File: src/rtl/piso_serializer_if.sv
// piso_serializer_if: parallel word handshake (in_data/in_valid/in_ready) and serial bit stream (ser_data/ser_valid/ser_ready/ser_last)
interface piso_serializer_if #(parameter int WIDTH = 8);
  logic [WIDTH-1:0] in_data;
  logic in_valid;
  logic in_ready;
  logic ser_data;
  logic ser_valid;
  logic ser_ready;
  logic ser_last;
  modport master (output in_data, in_valid, ser_ready, input in_ready, ser_data, ser_valid, ser_last);
  modport slave (input in_data, in_valid, ser_ready, output in_ready, ser_data, ser_valid, ser_last);
endinterface

File: src/rtl/piso_serializer.sv
// piso_serializer: buffered PISO; ports clk, reset_n (sync active-low), bus (word in, bit stream out), busy, words_sent
module piso_serializer #(
  parameter int WIDTH = 8,
  parameter int MSB_FIRST = 1,
  parameter int CNT_W = 16
) (
  input  logic clk,
  input  logic reset_n,
  piso_serializer_if.slave bus,
  output logic busy,
  output logic [CNT_W-1:0] words_sent
);
  localparam int BW = $clog2(WIDTH);
  localparam logic [BW-1:0] LAST = BW'(WIDTH - 1);
  typedef enum logic {IDLE, SHIFT} state_t;
  state_t state, state_nx;
  logic [WIDTH-1:0] sh, sh_nx, hold, hold_nx;
  logic hold_full, hold_full_nx;
  logic [BW-1:0] bit_cnt, bit_cnt_nx;
  logic accept, consume, last, free;
  assign bus.in_ready = !hold_full;
  assign bus.ser_valid = state == SHIFT;
  assign bus.ser_last = last;
  assign bus.ser_data = MSB_FIRST != 0 ? sh[WIDTH-1] : sh[0];
  assign accept = bus.in_valid & !hold_full;
  assign consume = bus.ser_valid & bus.ser_ready;
  assign last = bus.ser_valid & (bit_cnt == LAST);
  assign free = (state == IDLE) | (consume & last);
  assign busy = (state == SHIFT) | hold_full;
  // accept is impossible while hold is full, so a free shifter drains hold or takes the new word, never both
  always_comb begin
    state_nx = state;
    sh_nx = sh;
    hold_nx = hold;
    hold_full_nx = hold_full;
    bit_cnt_nx = bit_cnt;
    if (free) begin
      bit_cnt_nx = '0;
      state_nx = (hold_full | accept) ? SHIFT : IDLE;
      sh_nx = hold_full ? hold : accept ? bus.in_data : '0;
      hold_full_nx = 1'b0;
    end else begin
      if (consume) begin
        bit_cnt_nx = bit_cnt + 1'b1;
        sh_nx = MSB_FIRST != 0 ? {sh[WIDTH-2:0], 1'b0} : {1'b0, sh[WIDTH-1:1]};
      end
      if (accept) begin
        hold_nx = bus.in_data;
        hold_full_nx = 1'b1;
      end
    end
  end
  always_ff @(posedge clk) begin
    if (!reset_n) begin
      state <= IDLE;
      sh <= '0;
      hold <= '0;
      hold_full <= 1'b0;
      bit_cnt <= '0;
      words_sent <= '0;
    end else begin
      state <= state_nx;
      sh <= sh_nx;
      hold <= hold_nx;
      hold_full <= hold_full_nx;
      bit_cnt <= bit_cnt_nx;
      if (consume & last) words_sent <= words_sent + 1'b1;
    end
  end
endmodule

File: src/flat_wrapper.sv
// flat-port wrapper written by rule: the top's interface ports become plain ports
module piso_serializer_flat 
#(
  parameter int WIDTH = 8,
  parameter int MSB_FIRST = 1,
  parameter int CNT_W = 16
)
  (clk, reset_n, busy, words_sent, bus_in_data, bus_in_valid, bus_ser_ready, bus_in_ready, bus_ser_data, bus_ser_valid, bus_ser_last);
  piso_serializer_if #(.WIDTH(WIDTH)) bus_i ();
  input  logic clk;
  input  logic reset_n;
  output logic busy;
  output logic [CNT_W-1:0] words_sent;
  input wire logic [$bits(bus_i.in_data)-1:0] bus_in_data;
  input wire logic [$bits(bus_i.in_valid)-1:0] bus_in_valid;
  input wire logic [$bits(bus_i.ser_ready)-1:0] bus_ser_ready;
  output wire logic [$bits(bus_i.in_ready)-1:0] bus_in_ready;
  output wire logic [$bits(bus_i.ser_data)-1:0] bus_ser_data;
  output wire logic [$bits(bus_i.ser_valid)-1:0] bus_ser_valid;
  output wire logic [$bits(bus_i.ser_last)-1:0] bus_ser_last;
  assign bus_i.in_data = bus_in_data;
  assign bus_i.in_valid = bus_in_valid;
  assign bus_i.ser_ready = bus_ser_ready;
  assign bus_in_ready = bus_i.in_ready;
  assign bus_ser_data = bus_i.ser_data;
  assign bus_ser_valid = bus_i.ser_valid;
  assign bus_ser_last = bus_i.ser_last;
  piso_serializer #(.WIDTH(WIDTH), .MSB_FIRST(MSB_FIRST), .CNT_W(CNT_W)) u_core (.clk(clk), .reset_n(reset_n), .bus(bus_i), .busy(busy), .words_sent(words_sent));
endmodule
File: config.mk
export PLATFORM = sky130hd
export DESIGN_NAME = piso_serializer_flat
export DESIGN_NICKNAME = d
export VERILOG_FILES = /design/src/rtl/piso_serializer_if.sv /design/src/rtl/piso_serializer.sv /design/src/flat_wrapper.sv
export SDC_FILE = /design/constraint.sdc
export NUM_CORES = 1
export LEC_CHECK = 0
export ABC_AREA = 1
export ABC_CLOCK_PERIOD_IN_PS = 1700
export CELL_PAD_IN_SITES_DETAIL_PLACEMENT = 1
export CELL_PAD_IN_SITES_GLOBAL_PLACEMENT = 1
export CORE_MARGIN = 10
export CORE_UTILIZATION = 33
export DETAILED_ROUTE_END_ITERATION = 12
export MAX_ROUTING_LAYER = met4
export PLACE_DENSITY_LB_ADDON = 0.1
export SYNTH_ARGS = -nofsm -noshare
export SYNTH_HDL_FRONTEND = slang
export SYNTH_SLANG_ARGS = --single-unit
export TNS_END_PERCENT = 1
File: constraint.sdc
create_clock -name clk -period 1.7 [get_ports clk]
set_clock_uncertainty 0.2 [all_clocks]
set_input_delay 0.17 -clock clk [delete_from_list [all_inputs] [get_ports clk]]
set_output_delay 0.17 -clock clk [all_outputs]
set_load 0.02 [all_outputs]
==> out/results.tsv, run 1 <==
metric	value	unit
slowest_delay	0.36	ns
ys_seq_elements	37	
rows	26	
grtUsageTotal	12.5	%
ys_warn_count	0	
slew_headroom	77.1	%
vias	1830	
cp.required	1.72	ns
ys_types	26	
cp_top_family	simple AND/OR/NAND/NOR gates	
clk_path_buf_depth	2	
viasPerCell	4.68	
grt_pass1_wl	8.65	mm
critPathMostFrequentCell	ha_4	
fmax	599	MHz
grt_use_met2	18.2	%
num_io_pins	33	
fp.coreArea	5240	sq um
cp.arrival	1.69	ns
cts_tree	yes	
final_nets	335	
port_buffers	32	
syn_avg_cell_area	6.81	sq um
grt_max_degree	17	
drtPass1Iterations	4	
synthFlopType	dfxtp_1	
tightest_slew	0.343	ns
synth-edff-count	0	
clkSinkCount	37	
dpl.hpwl	3.99	mm
diodes	0	
fill_cells	699	
r2r_start	u_core.bit_cnt[0]	
htree_levels	2	
period_minus_slack	1.67	ns
yosysTopAreaCell	dfxtp_1	
ys_top_cells_by_area	dfxtp_1 41%, nand2_1 13%, nor2_1 7.6%	
clkTransAtPathRegs	0.08	ns
layout-drive-gt1-share	17.4	%
routedWlPerCell	13.6	um
antenna_found_initial	0	
drv_slew	0	
path_max_fanout	5	
synth_top_area_share	40.7	%
synth_cells	267	
status	finished clean	
cp_num_buf_inv	0	
cts_hold_repair.buffers	0	
grt_use_met1	16.0	%
synth.most_common_cell	nand2_1	
hold_violations	0	
die_h	94.2	um
fp.dieW	94.2	um
totalPowerFinal	1.93	mW
rsz0062_at_grt	true	
crit_type	flop to flop	
fin_crit_sh	98.2	%
start_util	34.7	%
synth-async-reset-ratio	0	%
end_kind	flop	
drtAntennaViolNets	0	
p_per_area	759	nW/um^2
worstHoldStart	bus_in_data[6]	
finalWirelength	5.31	mm
busiest_layer	met2	
setup_viol	0	
clk_latency	0.29	ns
cap_viol_max_count	0	
slowest_stage	dfxtp_2	
syn-num-nets	282	
synth_area	1820	sq um
startpoint	u_core.bit_cnt[0]	
grt_pass1_vias	1808	
synthTopCellsByCount	62 x nand2_1, 37 x dfxtp_1, 37 x nor2_1	
drc	0	
path_cells	ha_4 -> ha_4 -> nand2_4 -> nor2_4 -> nand3_4 -> o21bai_1 -> o21ai_1 -> nor2_1	
gp_congestion	0.782	
setup_tns	0	ns
ys_seq_area_share	40.7	%
use_met3	3.04	%
hold_path.class	primary input to flop	
cts_made_buffers	5	
dieArea	8880	sq um
cts_root_buf	clkbuf_8	
synthToLayoutAreaGrowth	40.1	%
ir_drop	0.273	mV
critPathLaunchType	flop	
drt_iter0_drc	45	
leakagePower	1.18	nW
grt-ovfl-total	0	
area by class of cell:
cell class / count / area (sq um) / share of cell area [%]
Clock inverter: 2 / 37.5 / 1.47
Inverter: 38 / 143 / 5.60
Sequential cell: 37 / 743 / 29.2
Clock buffer: 6 / 82.6 / 3.24
Tap cell: 70 / 87.6 / 3.44
Multi-Input combinational cell: 185 / 980 / 38.5
Timing Repair Buffer: 53 / 473 / 18.6
logic make-up (layout without fill, tap and decap cells):
kind of cell / Yosys count / after routing / synth area share, %
XOR/XNOR: 2 / 2 / 0.964
buffers and inverters: 45 / 99 / 10.3
AO/OA/AOI/OAI: 34 / 34 / 10.6
AND/OR/NAND/NOR: 146 / 146 / 35.3
adder cells (fa/ha/maj): 3 / 3 / 2.06
flip-flops: 37 / 37 / 40.7
through the flow:
step | std cells | instance area (sq um) | utilization, % | setup slack, ns | hold WS (ns)
6_report | 391 | 2550 | 48.6 | 0.0313 | 0.240
5_1_grt | 391 | 2550 | 48.6 | -0.0556 | 0.238
4_1_cts | 389 | 2450 | 46.8 | 0.00366 | 0.236
3_5_place_dp | 381 | 2320 | 44.4 | -0.114 | 0.269
3_3_place_gp | 381 | 2320 | 44.4 | -0.109 | 0.255
2_1_floorplan | 267 | 1820 | - | 0.00637 | 0.110
layer usage:
layer | routed length [um] | share of wire (%)
met3 | 235 | 4.4
met5 | 0 | 0
met1 | 2660 | 50
met4 | 92 | 1.7
met2 | 2330 | 44
path summary, 6_finish.rpt:
| check | to | slack [ns] | cells past startpoint |
|---|---|---|---|
| worst max register to register | u_core.words_sent[4] | 0.03 | 8 |
| worst min-delay path | u_core.hold[6] | 0.24 | 3 |
| worst max-delay path | u_core.words_sent[4] | 0.03 | 8 |
| worst min register to register | u_core.sh[0] | 0.28 | 2 |
power by group:
group	internal, mW	switching, mW	total, mW
sequential	0.896	0.0147	0.911
clock	0.477	0.334	0.811
combinational	0.0923	0.118	0.210
total	1.47	0.467	1.93
worst register-to-register path, delay by kind of cell (launching register included):
| kind | cells | cell delay [ns] |
|---|---|---|
| and+or+nand+nor | 4 | 0.53 |
| AOI/OAI and AO/OA | 2 | 0.22 |
| DFF | 1 | 0.36 |
| adders and majority gates | 2 | 0.29 |
cells in the final DEF (no fill, tap or decap), drive strengths merged, types with 3 or more instances in the layout:
cell type	count
a211oi	8
clkdlybuf4s50	16
clkbuf	6
a21oi	12
nand2	64
inv	37
ha	3
or2	7
nand3	27
nor3	4
o21ai	13
nor2	39
buf	22
dlygate4sd2	11
dlymetal6s2s	4
nand4	5
dfxtp	37
state kept, by name, summed over array words and instances (netlist names):
name and cells:
u_core.words_sent 16, u_core.hold 8, u_core.sh 8, u_core.bit_cnt 3, u_core.bus.ser_valid 1, u_core.hold_full 1
timing repair:
item / 4_1_cts / 5_1_grt
pin swaps: 2 / 6
gates resized for setup: 24 / 19
setup buffers: 0 / 2
setup endpoints to repair: 43 / 36
(Power assumes the default switching activity.)
==> inputs of run 2 (changes only) <==
- CORE_UTILIZATION: 33 -> 30
==> run 2 against run 1 <==
  * Flip-flop and latch count did not move
  * Global-route usage fell by 1.3 points
  * Clock power fell by 24%
  * Setup slack improved by 0.0031 ns
  * Core utilization fell by 5.7 points
  * Cell count rose by 1.0%
  * First-iteration DRC count rose by 2.2%
  * Wire length fell by 5.0%
  * Sequential share of layout area rose by 0.27 points
  * Die area rose by 7.8%
  * Hold slack improved by 0.0048 ns
  * Clock-buffer cell count rose by 2
==> out/results.tsv, run 2 (same netlist as run 1, synthesis figures left out) <==
metric	value	unit	change
final_common_cell	nand2_1		
dpl.hpwl	3.89	mm	-2.5%
cts_made_buffers	5		unchanged
dp_worst_setup_slack	-0.129	ns	-0.0156 ns
viasPerCell	4.61		-1.6%
fin_ws	0.0344	ns	+0.00309 ns
layout.cells.non_filler	395		+1.0%
grt_max_degree	17		unchanged
clk_path_buf_depth	2		unchanged
final_cell_mix	59 x nand2_1, 34 x inv_1, 34 x nor2_1, 34 x dfxtp_1, 24 x nand3_1		
fp.coreArea	5890	sq um	+12%
hold_path.class	primary input to flop		
grt_pass1_wl	8.79	mm	+1.6%
rsz0062_at_grt	true		
dieArea	9570	sq um	+7.8%
cts_root_buf	clkbuf_8		
placed_cells	387		+1.6%
hold_violations	0		unchanged
fin_area	2530	sq um	-0.74%
drc	0		unchanged
cp.arrival	1.65	ns	-0.04 ns
fp.dieW	97.8	um	+3.8%
grtUsageTotal	11.2	%	-1.3 points
drtPass1Iterations	4		unchanged
layout-drive-gt1-share	17.8	%	+0.37 points
multi_input_area	992	sq um	+1.3%
grt_pass1_vias	1777		-1.7%
clkTransAtPathRegs	0.07	ns	about the same
htree_levels	2		unchanged
ff2ff_setup_slack	0.03	ns	about the same
antenna_found_initial	0		unchanged
regMostFlops	u_core.words_sent		
vias	1819		-0.60%
status	finished clean		
drv_slew	0		unchanged
synthToLayoutAreaGrowth	39.0	%	
largest_reg_flops	16		unchanged
reg_top3	u_core.words_sent x16, u_core.hold x8, u_core.sh x8		
grt-ovfl-total	0		unchanged
ir_drop	0.297	mV	+8.8%
port_buffers	32		unchanged
clk_latency	0.29	ns	about the same
gp_congestion	0.750		-4.1%
r2r_start	u_core.bit_cnt[1]		
path_max_fanout	5		unchanged
whs_path_depth	3		unchanged
end_kind	flop		
drtAntennaViolNets	0		unchanged
drt_iter0_drc	46		+2.2%
critPathLaunchType	flop		
slew_headroom	80.0	%	+2.9 points
cp.required	1.69	ns	-0.03 ns
fill_cells	742		+6.2%
rows	28		+7.7%
cts_hold_repair.buffers	0		unchanged
register_area	744	sq um	+0.17%
finalWirelength	5.05	mm	-5.0%
hold-worst-slack	0.245	ns	+0.00485 ns
die_h	97.8	um	+3.8%
setup_viol	0		unchanged
fin_crit_sh	98.0	%	-0.18 points
leakagePower	1.16	nW	-1.3%
fmax	600	MHz	+0.19%
reg2reg_to	u_core.words_sent[13]		
placed_cell_area	2350	sq um	+1.1%
postCtsSetupBuffers	0		unchanged
period_minus_slack	1.67	ns	-0.00309 ns
start_util	30.9	%	-3.8 points
worstHoldStart	bus_in_data[2]		
cts_tree	yes		
tightest_slew	0.298	ns	-0.0452 ns
routedWlPerCell	12.8	um	-6.0%
num_io_pins	33		unchanged
final_nets	334		-0.30%
crit_type	flop to flop		
cap_viol_max_count	0		unchanged
min_to	u_core.hold[2]		
fin_util	42.9	%	-5.7 points
clkSinkCount	37		unchanged
p_per_area	687	nW/um^2	-9.5%
diodes	0		unchanged
worst_r2r_path_depth	9		+1
run 2: what timing repair did:
| action | in CTS | in global routing |
|---|---|---|
| pin swaps | 1 | 9 |
| gates resized for setup | 23 | 26 |
| endpoints found under the setup margin | 44 | 36 |
| hold endpoints to repair | 0 | 0 |
run 2: power by group:
group          switching (mW)  internal (mW)  total (mW)
Sequential             0.0173          0.897       0.914
Clock                   0.322          0.292       0.614
Combinational           0.113         0.0956       0.209
run 2: worst max-delay path: stages, from the launching register on:
cell and delay, ns:
dfxtp_2 0.36, ha_4 0.15, ha_4 0.14, nand2_4 0.06, nor2_4 0.22, nand2_2 0.11, nor2_4 0.15, nand3_2 0.07
nand2_1 0.07, nor2_1 0.04
run 2: metrics by stage:
stage               power (mW)  setup TNS, ns
finish                    1.74              0
global route              1.83         -0.621
CTS                       1.76         -0.411
detailed placement        1.14          -2.36
global placement          1.14          -1.63
floorplan                 1.05              0
run 2: cell type report:
class                   instances  share of cell area, %
clock buffers                   8                   3.17
inverters                      38                   5.64
multi-input cells             185                   39.3
flip-flops and latches         37                   29.5
well taps                      75                   3.71
repair buffers                 52                   18.8
run 2: worst max-delay path by stage:
stage          cells past startpoint                    end  slack [ns]                  from
2_1_floorplan                      8  u_core.words_sent[12]       0.006  u_core.words_sent[0]
3_3_place_gp                       8  u_core.words_sent[15]        -0.1         bus_ser_ready
3_5_place_dp                       8  u_core.words_sent[15]       -0.13         bus_ser_ready
4_1_cts                            9  u_core.words_sent[12]       -0.06     u_core.bit_cnt[1]
5_1_grt                            8   u_core.words_sent[9]       -0.09     u_core.bit_cnt[1]
6_report                           9  u_core.words_sent[13]        0.03     u_core.bit_cnt[1]
run 2: routing by layer:
metal / track usage, % / wire length (um) / vias up / part of all wire [%]
met4: 4.70 / 89 / 0 / 1.8
met5: - / 0 / - / 0
met1: 14.3 / 2540 / 839 / 50
met2: 15.9 / 2200 / 21 / 43
li1: - / - / 953 / -
met3: 3.52 / 220 / 6 / 4.4
==> inputs of run 3 (changes only) <==
- ABC_CLOCK_PERIOD_IN_PS: 1700 -> 1750
- CAP_MARGIN: default -> 20
- CTS_CLUSTER_DIAMETER: default -> 150
- clock period: 1.7 -> 1.75 ns (I/O delays scaled with it)
==> run 3 against run 2 <==
  * Critical path depth is 8 lower
  * Setup slack gained 0.017 ns
  * Power fell by 3.9%
==> out/results.tsv, run 3 (same netlist as run 1, synthesis figures left out) <==
metric	value	unit	change
status	finished clean		
path_cells	clkdlybuf4s50_1		
setup_viol	0		unchanged
p_clk_share	34.8	%	-0.5 points
clkTransAtPathRegs	0.08	ns	about the same
drtAntennaViolNets	0		unchanged
clk_latency	0.28	ns	about the same
start_util	30.9	%	unchanged
cp.required	1.37	ns	-0.32 ns
die_h	97.8	um	unchanged
dieArea	9570	sq um	unchanged
period_minus_slack	1.70	ns	
hold_path.class	primary input to flop		
grt_pass1_vias	1832		+3.1%
path_depth	1		-8
cts_made_buffers	5		unchanged
viasPerCell	4.62		+0.23%
drt_iter0_drc	33		-28%
slew_headroom	74.3	%	-5.7 points
fp.dieW	97.8	um	unchanged
path_max_fanout	5		unchanged
grt_max_degree	17		unchanged
p_sw	0.430	mW	-4.9%
crit_type	flop to output port		
cts_tree	yes		
fill_cells	770		+3.8%
clk_path_buf_depth	2		unchanged
final_common_cell	nand2_1		
whs_path_depth	3		unchanged
slowest_stage	clkdlybuf4s50_1		
critPathLaunchType	flop		
clkSinkCount	37		unchanged
drv_slew	0		unchanged
p_per_area	677	nW/um^2	-1.4%
pwr-share-comb	12.0	%	about the same
cp_num_buf_inv	1		+1
end_kind	output port		
placed_cells	384		-0.78%
dpl.hpwl	3.80	mm	-2.3%
diodes	0		unchanged
final_cell_mix	61 x nand2_1, 35 x inv_1, 35 x dfxtp_1		
p_sw_share	25.8	%	-0.28 points
tightest_slew	0.385	ns	+0.0868 ns
antenna_found_initial	0		unchanged
largest_reg_flops	16		unchanged
placed_cell_area	2330	sq um	-0.96%
fp.coreArea	5890	sq um	unchanged
fin_area	2460	sq um	-2.5%
gp_congestion	0.735		-1.9%
cap_viol_max_count	0		unchanged
synthToLayoutAreaGrowth	35.6	%	
port_buffers	32		unchanged
slowest_delay	0.64	ns	+0.28 ns
hold_violations	0		unchanged
reg_top3	u_core.words_sent x16, u_core.hold x8, u_core.sh x8		
drtPass1Iterations	4		unchanged
final_nets	332		-0.60%
cp.arrival	1.32	ns	-0.33 ns
seq_power_share	53.2	%	+0.6 points
vias	1814		-0.27%
drc	0		unchanged
grt-ovfl-total	0		unchanged
layout-drive-gt1-share	14.8	%	-3.0 points
rsz0062_at_grt	true		
routedWlPerCell	12.6	um	-1.5%
leakagePower	1.17	nW	+1.1%
cp_top_family	buffers and inverters		
htree_levels	2		unchanged
grt_pass1_wl	8.55	mm	-2.7%
grtUsageTotal	10.7	%	-0.58 points
cts_root_buf	clkbuf_8		
finalWirelength	4.94	mm	-2.0%
fmax	589	MHz	
layout.cells.non_filler	393		-0.51%
p_int	1.24	mW	-3.5%
num_io_pins	33		unchanged
rows	28		unchanged
regMostFlops	u_core.words_sent		
worst_r2r_path_depth	8		-1
fin_crit_sh	97.0	%	
ir_drop	0.428	mV	+44%
==> run 3: changes by cell type in the layout (fill, tap and decap cells not counted), moves of 2 or more <==
| cell | previous run | this run |
|---|---|---|
| clkdlybuf4s50_1 | 16 | 22 |
| dlymetal6s2s_1 | 3 | 7 |
| clkbuf_1 | 3 | 1 |
| nand2_1 | 59 | 61 |
| buf_4 | 18 | 15 |
| clkinv_2 | 0 | 2 |
| dlygate4sd2_1 | 12 | 2 |
| ha_4 | 2 | 0 |
| nand3_1 | 24 | 26 |
==> run 3: path summary, 6_finish.rpt <==
kind / startpoint / to / slack (ns)
max: u_core.words_sent[13] / words_sent[13] / 0.05
max reg2reg: u_core.bit_cnt[1] / u_core.words_sent[4] / 0.08
min reg2reg: u_core.bit_cnt[1] / u_core.bit_cnt[1] / 0.27
min: bus_in_data[0] / u_core.hold[0] / 0.26
==> run 3: per-stage QoR <==
step | utilization (%) | hold WS [ns] | setup WS, ns | TNS [ns] | power [mW]
finish | 41.9 | 0.258 | 0.0518 | 0 | 1.67
floorplan | - | 0.115 | 0.0564 | 0 | 1.02
global placement | 39.5 | 0.258 | -0.0428 | -0.233 | 1.10
detailed placement | 39.5 | 0.267 | -0.0655 | -0.519 | 1.11
CTS | 41.0 | 0.254 | 0.00615 | 0 | 1.70
global route | 41.9 | 0.263 | -0.0569 | -0.557 | 1.76
==> run 3: worst register-to-register path, cell delays in order, from the launching register on <==
cell and delay, ns:
dfxtp_1 0.33, ha_1 0.15, ha_2 0.19, nand2_2 0.08, nor2_4 0.17, nand3_1 0.17
o21bai_1 0.15, o21ai_0 0.09, nor2_1 0.08
==> run 3: layer usage <==
layer / vias up / routed length [um] / part of all wire (%) / track usage [%]
met5: - / 0 / 0 / -
met4: 0 / 50 / 1.0 / 3.02
met3: 5 / 186 / 3.8 / 3.03
met2: 21 / 2150 / 44 / 16.1
met1: 842 / 2550 / 52 / 13.5
li1: 946 / - / - / -
==> run 3: area by class of cell <==
| cell class | instances | area, sq um | share of cell area (%) |
|---|---|---|---|
| clock buffer | 6 | 72.6 | 2.94 |
| clock inverter | 2 | 10.0 | 0.406 |
| inverter | 38 | 143 | 5.79 |
| multi-input combinational | 185 | 917 | 37.2 |
| sequential | 37 | 743 | 30.2 |
| tap | 75 | 93.8 | 3.81 |
| timing repair buffer | 50 | 485 | 19.7 |
==> run 3: power by group through the flow <==
stage / logic (mW) / registers, mW / clock network, mW
floorplan: 0.114 / 0.908 / 0
global placement: 0.198 / 0.906 / 0
detailed placement: 0.202 / 0.907 / 0
CTS: 0.202 / 0.888 / 0.613
global route: 0.227 / 0.893 / 0.644
finish: 0.201 / 0.888 / 0.581
==> run 3: timing repair <==
| action | 4_1_cts | 5_1_grt |
|---|---|---|
| setup endpoints to repair | 19 | 37 |
| gates resized for setup | 9 | 18 |
| buffers inserted | 0 | 1 |
| pin swaps | 0 | 2 |
| hold buffers | 0 | 0 |
| cloned | 0 | 0 |
